===== src/rtl/rf_wport_arbiter_pkg.sv =====
// Shared register-file write-port types and constants.
// No logic; imported by the arbiter and its LU result queue.
// Backpressure: not applicable.
package rf_wport_arbiter_pkg;
    localparam int REG_ADDR_W = 5;
    localparam int REG_DATA_W = 32;

    typedef logic [REG_ADDR_W-1:0] reg_addr_bus;
    typedef logic [REG_DATA_W-1:0] reg_data_bus;

    localparam logic        WRITE_ENABLE  = 1'b1;
    localparam logic        WRITE_DISABLE = 1'b0;
    localparam reg_data_bus DATA_ZERO     = '0;
    localparam reg_addr_bus REG_ZERO_ADDR = '0;

    typedef struct packed {
        reg_addr_bus addr;
        reg_data_bus data;
    } lu_entry_t;
endpackage


===== src/rtl/rf_wq_fifo.sv =====
// LU result queue: sync FIFO with occupancy count and per-entry valid/address taps.
// Latency: head visible the cycle after push; pop takes effect at the clock edge.
// Backpressure: caller must not push when count == DEPTH.
module rf_wq_fifo
    import rf_wport_arbiter_pkg::*;
#(
    parameter  int DEPTH = 2,
    localparam int PW    = $clog2(DEPTH),
    localparam int CW    = PW + 1
) (
    input  logic                        clk,
    input  logic                        rst_n,
    input  logic                        push,
    input  lu_entry_t                   push_dat,
    input  logic                        pop,
    output lu_entry_t                   head_dat,
    output logic [CW-1:0]               count,
    output logic [DEPTH-1:0]            ent_vld,
    output reg_addr_bus [DEPTH-1:0]     ent_addr
);
    lu_entry_t       mem [DEPTH];
    logic [PW-1:0]   wr_ptr;
    logic [PW-1:0]   rd_ptr;
    logic [PW-1:0]   off;

    always_ff @(posedge clk or negedge rst_n) begin
        if (!rst_n) begin
            wr_ptr <= '0;
            rd_ptr <= '0;
            count  <= '0;
        end else begin
            if (push) wr_ptr <= wr_ptr + 1'b1;
            if (pop)  rd_ptr <= rd_ptr + 1'b1;
            case ({push, pop})
                2'b10:   count <= count + 1'b1;
                2'b01:   count <= count - 1'b1;
                default: count <= count;
            endcase
        end
    end

    always_ff @(posedge clk) begin
        if (push) mem[wr_ptr] <= push_dat;
    end

    assign head_dat = mem[rd_ptr];

    // An entry is live when its distance from the read pointer is below the occupancy.
    always_comb begin
        off      = '0;
        ent_vld  = '0;
        ent_addr = '0;
        for (int i = 0; i < DEPTH; i++) begin
            off         = PW'(i) - rd_ptr;
            ent_vld[i]  = (CW'(off) < count);
            ent_addr[i] = mem[i].addr;
        end
    end
endmodule


===== src/rtl/rf_wport_arbiter.sv =====
// Register-file write-port arbiter: wb first, then queued LU results, then LU bypass.
// Latency: 0 cycles combinational port mux; steal_o is registered.
// Backpressure: lu_ready_o drops while the LU queue is full (from registered state only).
module rf_wport_arbiter
    import rf_wport_arbiter_pkg::*;
#(
    parameter int DEPTH        = 2,
    parameter int STARVE_LIMIT = 4
) (
    input  logic        clk,
    input  logic        rst_n,
    input  logic        wb_w_reg_enable_i,
    input  reg_addr_bus wb_w_reg_addr_i,
    input  reg_data_bus wb_w_reg_data_i,
    input  logic        lu_valid_i,
    output logic        lu_ready_o,
    input  reg_addr_bus lu_reg_addr_i,
    input  reg_data_bus lu_reg_data_i,
    input  reg_addr_bus id_rs1_addr_i,
    input  reg_addr_bus id_rs2_addr_i,
    input  reg_addr_bus id_rd_addr_i,
    output logic        hazard_o,
    output logic        steal_o,
    output logic        w_reg_enable_o,
    output reg_addr_bus w_reg_addr_o,
    output reg_data_bus w_reg_data_o
);
    localparam int CW = $clog2(DEPTH) + 1;
    localparam int SW = $clog2(STARVE_LIMIT + 1);

    lu_entry_t              q_head;
    logic [CW-1:0]          q_count;
    logic [DEPTH-1:0]       q_vld;
    reg_addr_bus [DEPTH-1:0] q_addr;
    logic                   q_empty;
    logic                   lu_acc;
    logic                   lu_nz;
    logic                   push;
    logic                   pop;
    logic [SW-1:0]          starve_cnt;
    logic [SW-1:0]          starve_nxt;

    assign q_empty    = (q_count == '0);
    assign lu_ready_o = (q_count != CW'(DEPTH));
    assign lu_acc     = lu_valid_i & lu_ready_o;
    assign lu_nz      = (lu_reg_addr_i != REG_ZERO_ADDR);

    // Bypass is suppressed while reset is held so only wb reaches the port then.
    always_comb begin
        w_reg_enable_o = WRITE_DISABLE;
        w_reg_addr_o   = REG_ZERO_ADDR;
        w_reg_data_o   = DATA_ZERO;
        pop            = 1'b0;
        push           = 1'b0;
        if (wb_w_reg_enable_i) begin
            w_reg_enable_o = WRITE_ENABLE;
            w_reg_addr_o   = wb_w_reg_addr_i;
            w_reg_data_o   = wb_w_reg_data_i;
            push           = lu_acc & lu_nz;
        end else if (!q_empty) begin
            w_reg_enable_o = WRITE_ENABLE;
            w_reg_addr_o   = q_head.addr;
            w_reg_data_o   = q_head.data;
            pop            = 1'b1;
            push           = lu_acc & lu_nz;
        end else if (lu_acc && lu_nz && rst_n) begin
            w_reg_enable_o = WRITE_ENABLE;
            w_reg_addr_o   = lu_reg_addr_i;
            w_reg_data_o   = lu_reg_data_i;
        end
    end

    rf_wq_fifo #(.DEPTH(DEPTH)) u_wq (
        .clk      (clk),
        .rst_n    (rst_n),
        .push     (push),
        .push_dat ('{addr: lu_reg_addr_i, data: lu_reg_data_i}),
        .pop      (pop),
        .head_dat (q_head),
        .count    (q_count),
        .ent_vld  (q_vld),
        .ent_addr (q_addr)
    );

    always_comb begin
        hazard_o = 1'b0;
        for (int i = 0; i < DEPTH; i++) begin
            if (q_vld[i] &&
                ((id_rs1_addr_i != REG_ZERO_ADDR && q_addr[i] == id_rs1_addr_i) ||
                 (id_rs2_addr_i != REG_ZERO_ADDR && q_addr[i] == id_rs2_addr_i) ||
                 (id_rd_addr_i  != REG_ZERO_ADDR && q_addr[i] == id_rd_addr_i)))
                hazard_o = 1'b1;
        end
    end

    always_comb begin
        starve_nxt = starve_cnt;
        if (q_empty || pop)
            starve_nxt = '0;
        else if (wb_w_reg_enable_i && starve_cnt != SW'(STARVE_LIMIT))
            starve_nxt = starve_cnt + 1'b1;
    end

    always_ff @(posedge clk or negedge rst_n) begin
        if (!rst_n) begin
            starve_cnt <= '0;
            steal_o    <= 1'b0;
        end else begin
            starve_cnt <= starve_nxt;
            steal_o    <= (starve_nxt == SW'(STARVE_LIMIT));
        end
    end
endmodule


===== config.mk =====
export PLATFORM = sky130hd
export DESIGN_NAME = rf_wport_arbiter
export DESIGN_NICKNAME = d
export VERILOG_FILES = /design/src/rtl/rf_wport_arbiter_pkg.sv /design/src/rtl/rf_wq_fifo.sv /design/src/rtl/rf_wport_arbiter.sv
export SDC_FILE = /design/constraint.sdc
export NUM_CORES = 1
export LEC_CHECK = 0
export CAP_MARGIN = 20
export CORE_UTILIZATION = 50
export CTS_BUF_LIST = sky130_fd_sc_hd__clkbuf_16
export CTS_CLUSTER_DIAMETER = 200
export DETAILED_ROUTE_END_ITERATION = 8
export PLACE_DENSITY_LB_ADDON = 0.2
export SLEW_MARGIN = 15
export SYNTH_ARGS = -nofsm -noshare
export SYNTH_HDL_FRONTEND = slang
export SYNTH_SLANG_ARGS = --single-unit

===== constraint.sdc =====
create_clock -name clk -period 6.5 [get_ports clk]
set_input_delay 1.3 -clock clk [delete_from_list [all_inputs] [get_ports clk]]
set_output_delay 1.3 -clock clk [all_outputs]
set_load 0.005 [all_outputs]

==> metrics.md, run 1 <==
| Metric | Value |
|---|---|
| Share of the synthesized area in the top cell type | 0.539 |
| Final hold vios | 0 |
| Place WS | 1.41 ns |
| Gpl congestion | 0.889 |
| Vias per cell | roughly 5.5 |
| Row count | 32 |
| Core Region | ~0.0078 sq mm |
| Setup crit start | lu_reg_addr_i[0] |
| 1st-iter DRT viols | between 100 and 150 |
| Crit Path Max Fanout | 7 |
| Count of cell types in the netlist | 35 |
| Post-layout minimum cycle time | 5.14 ns |
| Largest net degree at the start of global routing | 50 |
| Synth cell count leaders | edfxtp_1, mux2i_1, nor2_1, xnor2_1 |
| Post-synthesis area per instance | approximately 13 sq um |
| Syn Nets | 414 |
| Status | completed |
| Setup WS post-layout | 1.36 ns |
| Fmax | 0.195 GHz |
| Wire length per cell | 18.1 um |
| CTS tree | done |
| Critical path class | primary input to primary output |
| Asr flop ratio synth | 0.0976 |
| Slew Viols, Final | 0 |
| TritonCTS Buffers | 9 |
| Ys Warns | 0 |
| Final setup fails | 0 |
| Fin nets | 546 |
| Vias in the first global route | 3222 |
| DPL Wire Length | 6760 um |
| Post-CTS sizing | 0 |
| Post-CTS Setup Bufs | 0 |
| Skew final | 0.00338 ns |
| CTS root buf | clkbuf_16 |
| Antenna fix cells | 0 |
| Area delta synth->final | 42.8% |
| Initial antenna violation count | 0 |
| Peak supply drop | 0.182 mV |
| Final antenna-violating net count | 0 |
| Die area | 0.00861 sq mm |
| IO buf count | 133 |
| Max Root-Sink Buffers | 2 |
| Vias | 3078 |
| Worst skew pair latency | 0.33 ns |
| Worst setup EP type | primary output |
| Area contributors post-synth | edfxtp_1, mux2i_1, dfrtp_1, xnor2_1, a22oi_1 |
| H-tree depth | 3 |
| Most area-hungry cell type in the Yosys netlist | edfxtp_1 |
| RSZ-0062 raised after global routing | false |
| Synth Cell Area | ~0.0041 sq mm |
| Total GRT Usage | 0.243 |
| Total grt overflow | 0 |
| Sequential element share of the synthesized area | 0.588 |
| DRC | 0 |
| Setup_tns | 0 ns |
| Initial Util | 0.525 |
| Worst slew pin tran | between 0.7 and 0.8 ns |
| Final period util | 0.790 |
| Mapped Cells | between 300 and 400 |
| Power Density | 337 mW/mm^2 |
| Pre-antenna DRT Iters | 4 |
| Worst hold path type | register to register |
| Worst-path clk slew | 0.06 ns |
| Chip height | approximately 93 um |
| I/O pin count | between 100 and 150 |
| Chip Width | 92.8 um |
| Clock sinks | 82 |
| Top_reg_cell synth | edfxtp_1 |
| Worst rel slew slack | 0.490 |
| Post-synth EDFFs | 74 |
| Max cap viols | 0 |
| Layout cells sized above 1 | 0.0923 |
| Hold-fix buffers, CTS | 0 |
| Fill cell count | 550 |
| Total Wirelength | 10100 um |
| Register bit total from synthesis | 82 |
| Worst EP arrival | 3.84 ns |
| Leakage | 0.00208 uW |
| Hold_sp | u_wq.wr_ptr$_DFFE_PN0N_ |
| Crit start category | primary input |
| Critical R2R Launch | u_wq.count[0]$_DFFE_PN0P_ |
| First-pass GRT wire length | about 16000 um |
| Top-count cell post-synth | edfxtp_1 |
| Critical Path RT | roughly 5.2 ns |
## placed cells by master (no fill, tap or decap), types with 3 or more instances in the layout
cell             synthesis  final
nor4_1                   6      6
clkbuf_16                0      9
inv_1                    8      8
a211oi_1                 6      6
edfxtp_1                74     74
xnor2_1                 22     22
nand3_1                  6      6
nand2b_1                 3      3
nor3_1                   3      3
mux2i_1                 38     38
o21ai_1                 10     10
a22oi_2                 10     10
nor2_1                  22     20
clkinvlp_4               0      4
a21oi_1                 12     12
a22oi_1                 19     19
dfrtp_1                  8      7
xor2_1                  13     13
ha_1                     3      3
clkdlybuf4s50_1          0    132
or4_1                    3      3
o21ai_0                 19     19
## cell families after synthesis
group | after synthesis | share of synthesized area
xor+xnor | 35 | 0.0744
simple gates | 51 | 0.0650
flops | 82 | 0.588
fa+ha+maj | 3 | 0.00911
buf+inv | 26 | 0.0292
compound gates | 81 | 0.137
mux | 40 | 0.0978
## per-layer routing
layer	part of all wire	global-route usage	vias to the layer above
met5	0	0	-
met4	0.0096	0.0949	0
met3	0.059	0.0468	8
met2	0.51	0.410	106
met1	0.43	0.308	1478
li1	-	-	1486
## critical path, cell delays in order
cell and delay (ns):
clkdlybuf4s50_1 0.48, or4_4 0.57, o211ai_2 0.25, nor3b_2 0.64
nor2_1 0.12, clkdlybuf4s50_1 0.47
## final timing paths
kind | to | slack [ns] | cells past startpoint
setup / recovery | w_reg_data_o[20] | 1.36 | 6
hold / removal | u_wq.wr_ptr$_DFFE_PN0N_ | 0.55 | 1
setup reg to reg | u_wq.count[1]$_DFFE_PN0P_ | 4.09 | 7
hold reg to reg | u_wq.wr_ptr$_DFFE_PN0N_ | 0.55 | 1
max in group asynchronous | u_wq.rd_ptr$_DFFE_PN0P_ | 4.91 | 1
min in group asynchronous | u_wq.count[0]$_DFFE_PN0P_ | 1.28 | 1
## flip-flops by register name (all words and copies together) (netlist names)
| signal | count |
|---|---|
| u_wq.wr_ptr | 1 |
| starve_cnt | 3 |
| u_wq.count | 2 |
| steal_o | 1 |
| u_wq.rd_ptr | 1 |
| u_wq.mem | 74 |
## area by class of cell
class	count	area, sq um	area share
tap	102	128	0.0217
clock inverter	7	52.6	0.00893
inverter	8	30.0	0.00511
multi-input combinational	210	1600	0.272
sequential	82	2420	0.412
clock buffer	9	225	0.0383
timing repair buffer	139	1420	0.242
## power by group
group | switching, uW | internal, uW | total [uW]
registers | 83.6 | 706 | 790
logic | 338 | 392 | 730
clock network | 203 | 260 | 464
total | 625 | 1360 | 1980
## per-stage QoR
step	instances	util	cell area [sq um]	hold WS (ns)	power, uW
3_5_place_dp	537	0.704	5520	0.549	1500
2_1_floorplan	318	-	4120	0.468	1170
5_1_grt	557	0.750	5880	0.591	2090
6_report	557	0.750	5880	0.554	1980
4_1_cts	553	0.739	5800	0.557	1970
3_3_place_gp	537	0.704	5520	0.534	1480
Power figures use the tool's default switching activity.
==> inputs of run 2 (changes only) <==
- CORE_UTILIZATION: 50 -> 46
- clock period: 6.5 -> 5.2 ns (I/O delays scaled with it)
==> metrics.md, run 2 (synthesis gave the netlist of run 1 again) <==
| Metric | Value |
|---|---|
| Hold-fix buffers, CTS | 0 (unchanged) |
| CTS root buf | clkbuf_16 |
| Place WS | 0.648 ns (-0.757 ns) |
| DRC | 0 (unchanged) |
| Critical Path RT | 4.16 ns (-1.04 ns) |
| DPL Wire Length | 7060 um (+4.4%) |
| Sequential share of power | 0.400 (+0.002) |
| Leakage | 0.00210 uW (+1.2%) |
| Total GRT Usage | 0.226 (-0.0170) |
| Area delta synth->final | 43.6% |
| Setup WS post-layout | 0.644 ns (-0.720 ns) |
| Wire length per cell | 17.9 um (-1.0%) |
| Dpl cells | 547 (+1.9%) |
| Worst-path clk slew | 0.06 ns (about the same) |
| Antenna fix cells | 0 (unchanged) |
| Vias per cell | 5.49 (-0.58%) |
| Met2 usage | 0.385 (-0.0253) |
| Slew Viols, Final | 0 (unchanged) |
| Vias in the first global route | 3291 (+2.1%) |
| Busiest grt layer | met2 |
| TritonCTS Buffers | 9 (unchanged) |
| Skew final | 0.00556 ns (+0.00218 ns) |
| Core Region | 0.00868 sq mm (+11%) |
| Pre-antenna DRT Iters | 4 (unchanged) |
| Worst slew pin tran | 0.839 ns (+0.0741 ns) |
| Regs by FF count | u_wq.mem: 74 flops, starve_cnt: 3 flops, u_wq.count: 2 flops |
| Largest net degree at the start of global routing | 38 (-24%) |
| Max cap viols | 0 (unchanged) |
| Power Density | 428 mW/mm^2 (+27%) |
| Chip Width | 96.6 um (+4.2%) |
| Share of power burned in the clock network | 0.250 (+0.016) |
| Worst EP arrival | 3.52 ns (-0.32 ns) |
| Final setup fails | 0 (unchanged) |
| DP Area | 0.00556 sq mm (+0.68%) |
| Crit start category | primary input |
| Fmax | 0.219 GHz |
| Row count | 34 (+6.3%) |
| RSZ-0062 raised after global routing | false |
| Sw frac | 0.311 (-0.00354) |
| Total grt overflow | 0 (unchanged) |
| Final antenna-violating net count | 0 (unchanged) |
| Max Root-Sink Buffers | 2 (unchanged) |
| Fin nets | 548 (+0.37%) |
| Final hold vios | 0 (unchanged) |
| Critical path class | primary input to primary output |
| Commonest non-fill, non-tap cell in the layout | clkdlybuf4s50_1 |
| Total Wirelength | 10100 um (+0.40%) |
| Die area | 0.00934 sq mm (+8.5%) |
| Combinational share of power | 0.350 (-0.018) |
| H-tree depth | 3 (unchanged) |
| 1st-iter DRT viols | 204 (+100%) |
| Power Internal | 1740 uW (+28%) |
| First-pass GRT wire length | 16500 um (+4.4%) |
| Worst hold path type | register to register |
| Peak supply drop | 0.264 mV (+45%) |
| IO buf count | 133 (unchanged) |
| Initial antenna violation count | 0 (unchanged) |
| Gpl congestion | 0.915 (+2.9%) |
| Worst skew pair latency | 0.33 ns (about the same) |
| Clock sinks | 82 (unchanged) |
| Post-CTS sizing | 0 (unchanged) |
| Met3 usage | 0.0564 (+0.00956) |
| Post-CTS Setup Bufs | 0 (unchanged) |
| Worst rel slew slack | 0.440 (-0.0494) |
| Post-Layout Cell Count | 565 (+1.4%) |
| Final period util | 0.876 |
| Routing usage on met1 | 0.276 (-0.0324) |
| Crit Path Max Fanout | 17 (+10) |
| Most used cells in the layout excluding fill and tap cells | clkdlybuf4s50_1, edfxtp_1, mux2i_1 |
| Largest Register | u_wq.mem |
| Design area | 0.00592 sq mm (+0.57%) |
| Post-layout minimum cycle time | 4.56 ns |
| CTS tree | done |
| I/O pin count | 134 (unchanged) |
| Chip height | 96.6 um (+4.2%) |
| Status | completed |
| Initial Util | 0.475 (-0.0503) |
| Worst setup EP type | primary output |
| Layout cells sized above 1 | 0.0963 (+0.00397) |
| Net Switching | 788 uW (+26%) |
| Max FFs per register | 74 (unchanged) |
| Setup_tns | 0 ns (unchanged) |
| Vias | 3104 (+0.84%) |
-- run 2: cell type report --
class / instances / area [sq um]
Clock buffer: 9 / 225
Timing Repair Buffer: 141 / 1430
Tap cell: 108 / 135
Inverter: 8 / 30.0
Multi-Input combinational cell: 210 / 1600
Fill cell: 650 / 2760
Sequential cell: 82 / 2420
Clock inverter: 7 / 76.3
-- run 2: critical path, stage by stage --
cell and delay (ns):
clkdlybuf4s50_1 0.47, or4_4 0.57, o211ai_2 0.26, nor3_4 0.14, buf_4 0.28, a22oi_1 0.16, o21ai_0 0.12, clkdlybuf4s50_1 0.47
-- run 2: stage by stage --
| step | power, uW | util | hold slack, ns |
|---|---|---|---|
| detailed placement | 1890 | 0.641 | 0.548 |
| global placement | 1860 | 0.641 | 0.534 |
| finish | 2530 | 0.682 | 0.573 |
| global route | 2670 | 0.682 | 0.591 |
| CTS | 2530 | 0.675 | 0.568 |
| floorplan | 1460 | - | 0.468 |
-- run 2: power by group through the flow --
stage / combinational [uW] / sequential [uW] / clock (uW)
after global placement: 843 / 1020 / 0
after global routing: 967 / 1030 / 675
after detailed placement: 864 / 1030 / 0
after floorplan: 516 / 949 / 0
after CTS: 868 / 1020 / 645
final: 886 / 1010 / 633
-- run 2: final timing paths --
check	startpoint	endpoint	slack [ns]	cells after the start
max in group asynchronous	rst_n	u_wq.rd_ptr$_DFFE_PN0P_	4.07	2
min reg2reg	u_wq.wr_ptr$_DFFE_PN0N_	u_wq.wr_ptr$_DFFE_PN0N_	0.57	1
max	lu_reg_addr_i[0]	w_reg_data_o[22]	0.64	8
min in group asynchronous	rst_n	steal_o$_DFF_PN0_	0.98	2
min	u_wq.wr_ptr$_DFFE_PN0N_	u_wq.wr_ptr$_DFFE_PN0N_	0.57	1
max reg2reg	u_wq.count[0]$_DFFE_PN0P_	u_wq.count[1]$_DFFE_PN0P_	2.68	7
-- run 2: routing by layer --
layer  wire length (um)  vias up  share of wire
li1                   -     1487              -
met1               4200     1484           0.42
met2               5090      118           0.50
met3                633       15          0.063
met4                170        0          0.017
met5                  0        -              0
==> inputs of run 3 (changes only) <==
- GPL_TIMING_DRIVEN: not set -> 1
==> results of run 3 <==
The final DEF is identical to that of run 2; final timing and power are the same.
==> RTL change, RTL diff (settings of run 2) <==
Change the package constant `REG_ZERO_ADDR` from '0 to 1.
--- a/src/rtl/rf_wport_arbiter_pkg.sv
+++ b/src/rtl/rf_wport_arbiter_pkg.sv
@@ -11,7 +11,7 @@
     localparam logic        WRITE_ENABLE  = 1'b1;
     localparam logic        WRITE_DISABLE = 1'b0;
     localparam reg_data_bus DATA_ZERO     = '0;
-    localparam reg_addr_bus REG_ZERO_ADDR = '0;
+    localparam reg_addr_bus REG_ZERO_ADDR = 1;
 
     typedef struct packed {
         reg_addr_bus addr;
Formal check against the unedited RTL: not equivalent (a bounded check fails within 4 cycles, from zero or initial values and one cycle with rst_n low).
==> RTL change against run 2 <==
  * Count of clock-buffer cells in the layout did not move
  * Sequential cell count did not move
  * Synthesized area increased by 8.1%
  * Total power increased by 3.6%
  * Final area is 4.8% higher
  * Fmax increased by 0.18%
  * Routed wire length shrank 2.4%
  * First-iteration DRC count fell by 58%
  * Non-clock buffer count down 2
  * Via count up 5.5%
  * Register-to-register slack improved by 0.28 ns
  * Worst setup slack gained 0.0081 ns
  * Critical endpoint is now w_reg_data_o[9]
  * Largest power group unchanged
==> RTL change: results (changes against run 2) <==
Finish
  – Max FFs per register: 74 (unchanged)
  – Regs by FF count: u_wq.mem: 74 flops, starve_cnt: 3 flops, u_wq.count: 2 flops (unchanged)
  – Final #Nets: 603 (was 548)
  – Share of layout cells above drive strength 1: 10.16% (was 9.628%)
  – Fin cells: 641 (was 565)

Logic synthesis
  – EDFF count, synth: 74 (unchanged)
  – Register area share after synthesis: 54.38% (was 58.79%)
  – Commonest cells in the synthesized netlist: edfxtp_1, nor2_1, a21oi_1, inv_1, mux2i_1 (was edfxtp_1, mux2i_1, nor2_1, xnor2_1)
  – Fraction of synthesized area in multiplexers: 8.764% (was 9.778%)
  – Syn. warnings: 0 (unchanged)
  – Post-Synthesis Net Count: 476 (was 414)
  – XOR/XNOR Fraction of Synth Area: 6.882% (was 7.440%)
  – Synth cell types: 30 (was 35)
  – Synth Area in Adders: 0.8427% (was 0.9110%)
  – Asr flop ratio synth: 9.756% (unchanged)
  – Synth Area in Compound Gates: 14.86% (was 13.67%)
  – Top cells by area, synth: edfxtp_1, mux2i_1, a211oi_2 (was edfxtp_1, mux2i_1, dfrtp_1)
  – Syn avg cell area: 11.72 um2 (was 12.96 um2)

Global routing
  – First-pass GRT wire length: 16100 um (was 16530 um)
  – Initial antenna violation count: 0 (unchanged)
  – GRT Total Usage: 20.62% (was 22.61%)
  – Largest net degree at the start of global routing: 43 (was 38)
  – Number of global-route vias before repair: 3430 (was 3291)

Pwr
  – Peak supply drop: 0.1814 mV (was 0.2639 mV)
  – Sequential Power Share: 38.7% (was 40.0%)
  – Clock Power Share: 22.8% (was 25.0%)
  – NetSw: 850.2 uW (was 788.3 uW)
  – Leak: 0.002325 uW (was 0.002099 uW)

Worst setup path
  – Crit-path max FO: 26 (was 17)
  – R2R Path End: u_wq.count[1] (unchanged)
  – Largest stage delay, worst path: 0.54 ns (was 0.57 ns)
  – Crit path max-delay family: buffers and inverters (unchanged)
  – R2r setup slk: 2.96 ns (was 2.68 ns)
  – Reg2Reg Launch Point: u_wq.count[1] (was u_wq.count[0])
  – Critical path startpoint: lu_reg_addr_i[0] (unchanged)
  – CP max-delay cell: clkdlybuf4s50_1 (was or4_4)
  – R2R depth: 5 (was 7)

Placement
  – HPWL after DPL: 6901 um (was 7061 um)
  – Placed Cells: 625 (was 547)
  – Placed Instance Area: 5919 um2 (was 5559 um2)
  – GPL Wtd Cong: 0.8830 (was 0.9148)

Clock tree
  – Post-cts resize count: 0 (unchanged)
  – Root buf cell: clkbuf_16 (unchanged)
  – H-Tree Level Count: 3 (unchanged)
  – Setup bufs post-CTS: 0 (unchanged)
  – Hold buffer count at CTS: 0 (unchanged)
  – Total CTS buffers: 9 (unchanged)

Run status
  – Status: finished clean (unchanged)

Timing
  – Worst Tran Pin Value: 0.9515 ns (was 0.8393 ns)
  – Clock Skews: 0.004971 ns (was 0.005559 ns)

Detailed routing
  – Routed WL per cell: 15.37 um (was 17.87 um)
  – Via-per-instance ratio: 5.109 (was 5.494)
  – DR iter-0 viols: 85 (was 204)

Hold path
  – Min-delay src: u_wq.wr_ptr (unchanged)
  – Hold Path Cell Cnt: 1 (unchanged)
RTL change: changes by cell type after synthesis, sizes merged, moves of 4 or more:
cell,before,now
inv,8,40
a211oi,6,37
a22oi,29,0
a21oi,12,40
o21ai,29,1
nor2,22,44
buf,10,14
nor4,6,10
or4,4,0
RTL change: area by class of cell:
cell class,count,area (um2)
clock inverters,7,56.30
multi-input cells,235,1788
repair buffers,139,1396
clock buffers,9,225.2
flip-flops and latches,82,2424
fillers,751,3127
well taps,129,161.4
inverters,40,150.1
RTL change: worst max-delay path by stage:
stage / end / slack (ns) / depth (start not counted)
after CTS: w_reg_data_o[9] / 0.63 / 8
after detailed placement: w_reg_data_o[9] / 0.64 / 8
after floorplan: u_wq.mem[0][0] / 1.62 / 4
after global placement: w_reg_data_o[9] / 0.69 / 8
after global routing: w_reg_data_o[9] / 0.54 / 8
final: w_reg_data_o[9] / 0.65 / 8
RTL change: routing by layer:
metal | track usage, % | wire length, um
met5 | 0 | 0
met4 | 8.473 | 206
met3 | 4.109 | 433
met2 | 35.41 | 4848
met1 | 25.46 | 4363
RTL change: kinds of logic (layout without fill, tap and decap cells):
logic type / Yosys count / after routing
AOI/OAI and AO/OA: 82 / 82
DFF: 82 / 82
and+or+nand+nor: 76 / 76
buffers and inverters: 63 / 195
muxes: 39 / 39
xor gates and xnor gates: 35 / 35
adders and majority gates: 3 / 3
RTL change: per-stage QoR:
stage | hold slack [ns] | power (uW) | worst slack [ns] | utilization, %
after global routing | 0.5924 | 2772 | 0.5375 | 66.48
final | 0.5542 | 2621 | 0.6521 | 66.48
after floorplan | 0.4681 | 1627 | 1.619 | -
after CTS | 0.5597 | 2643 | 0.6307 | 66.48
after global placement | 0.5403 | 2032 | 0.6874 | 63.46
after detailed placement | 0.5483 | 2047 | 0.6389 | 63.46
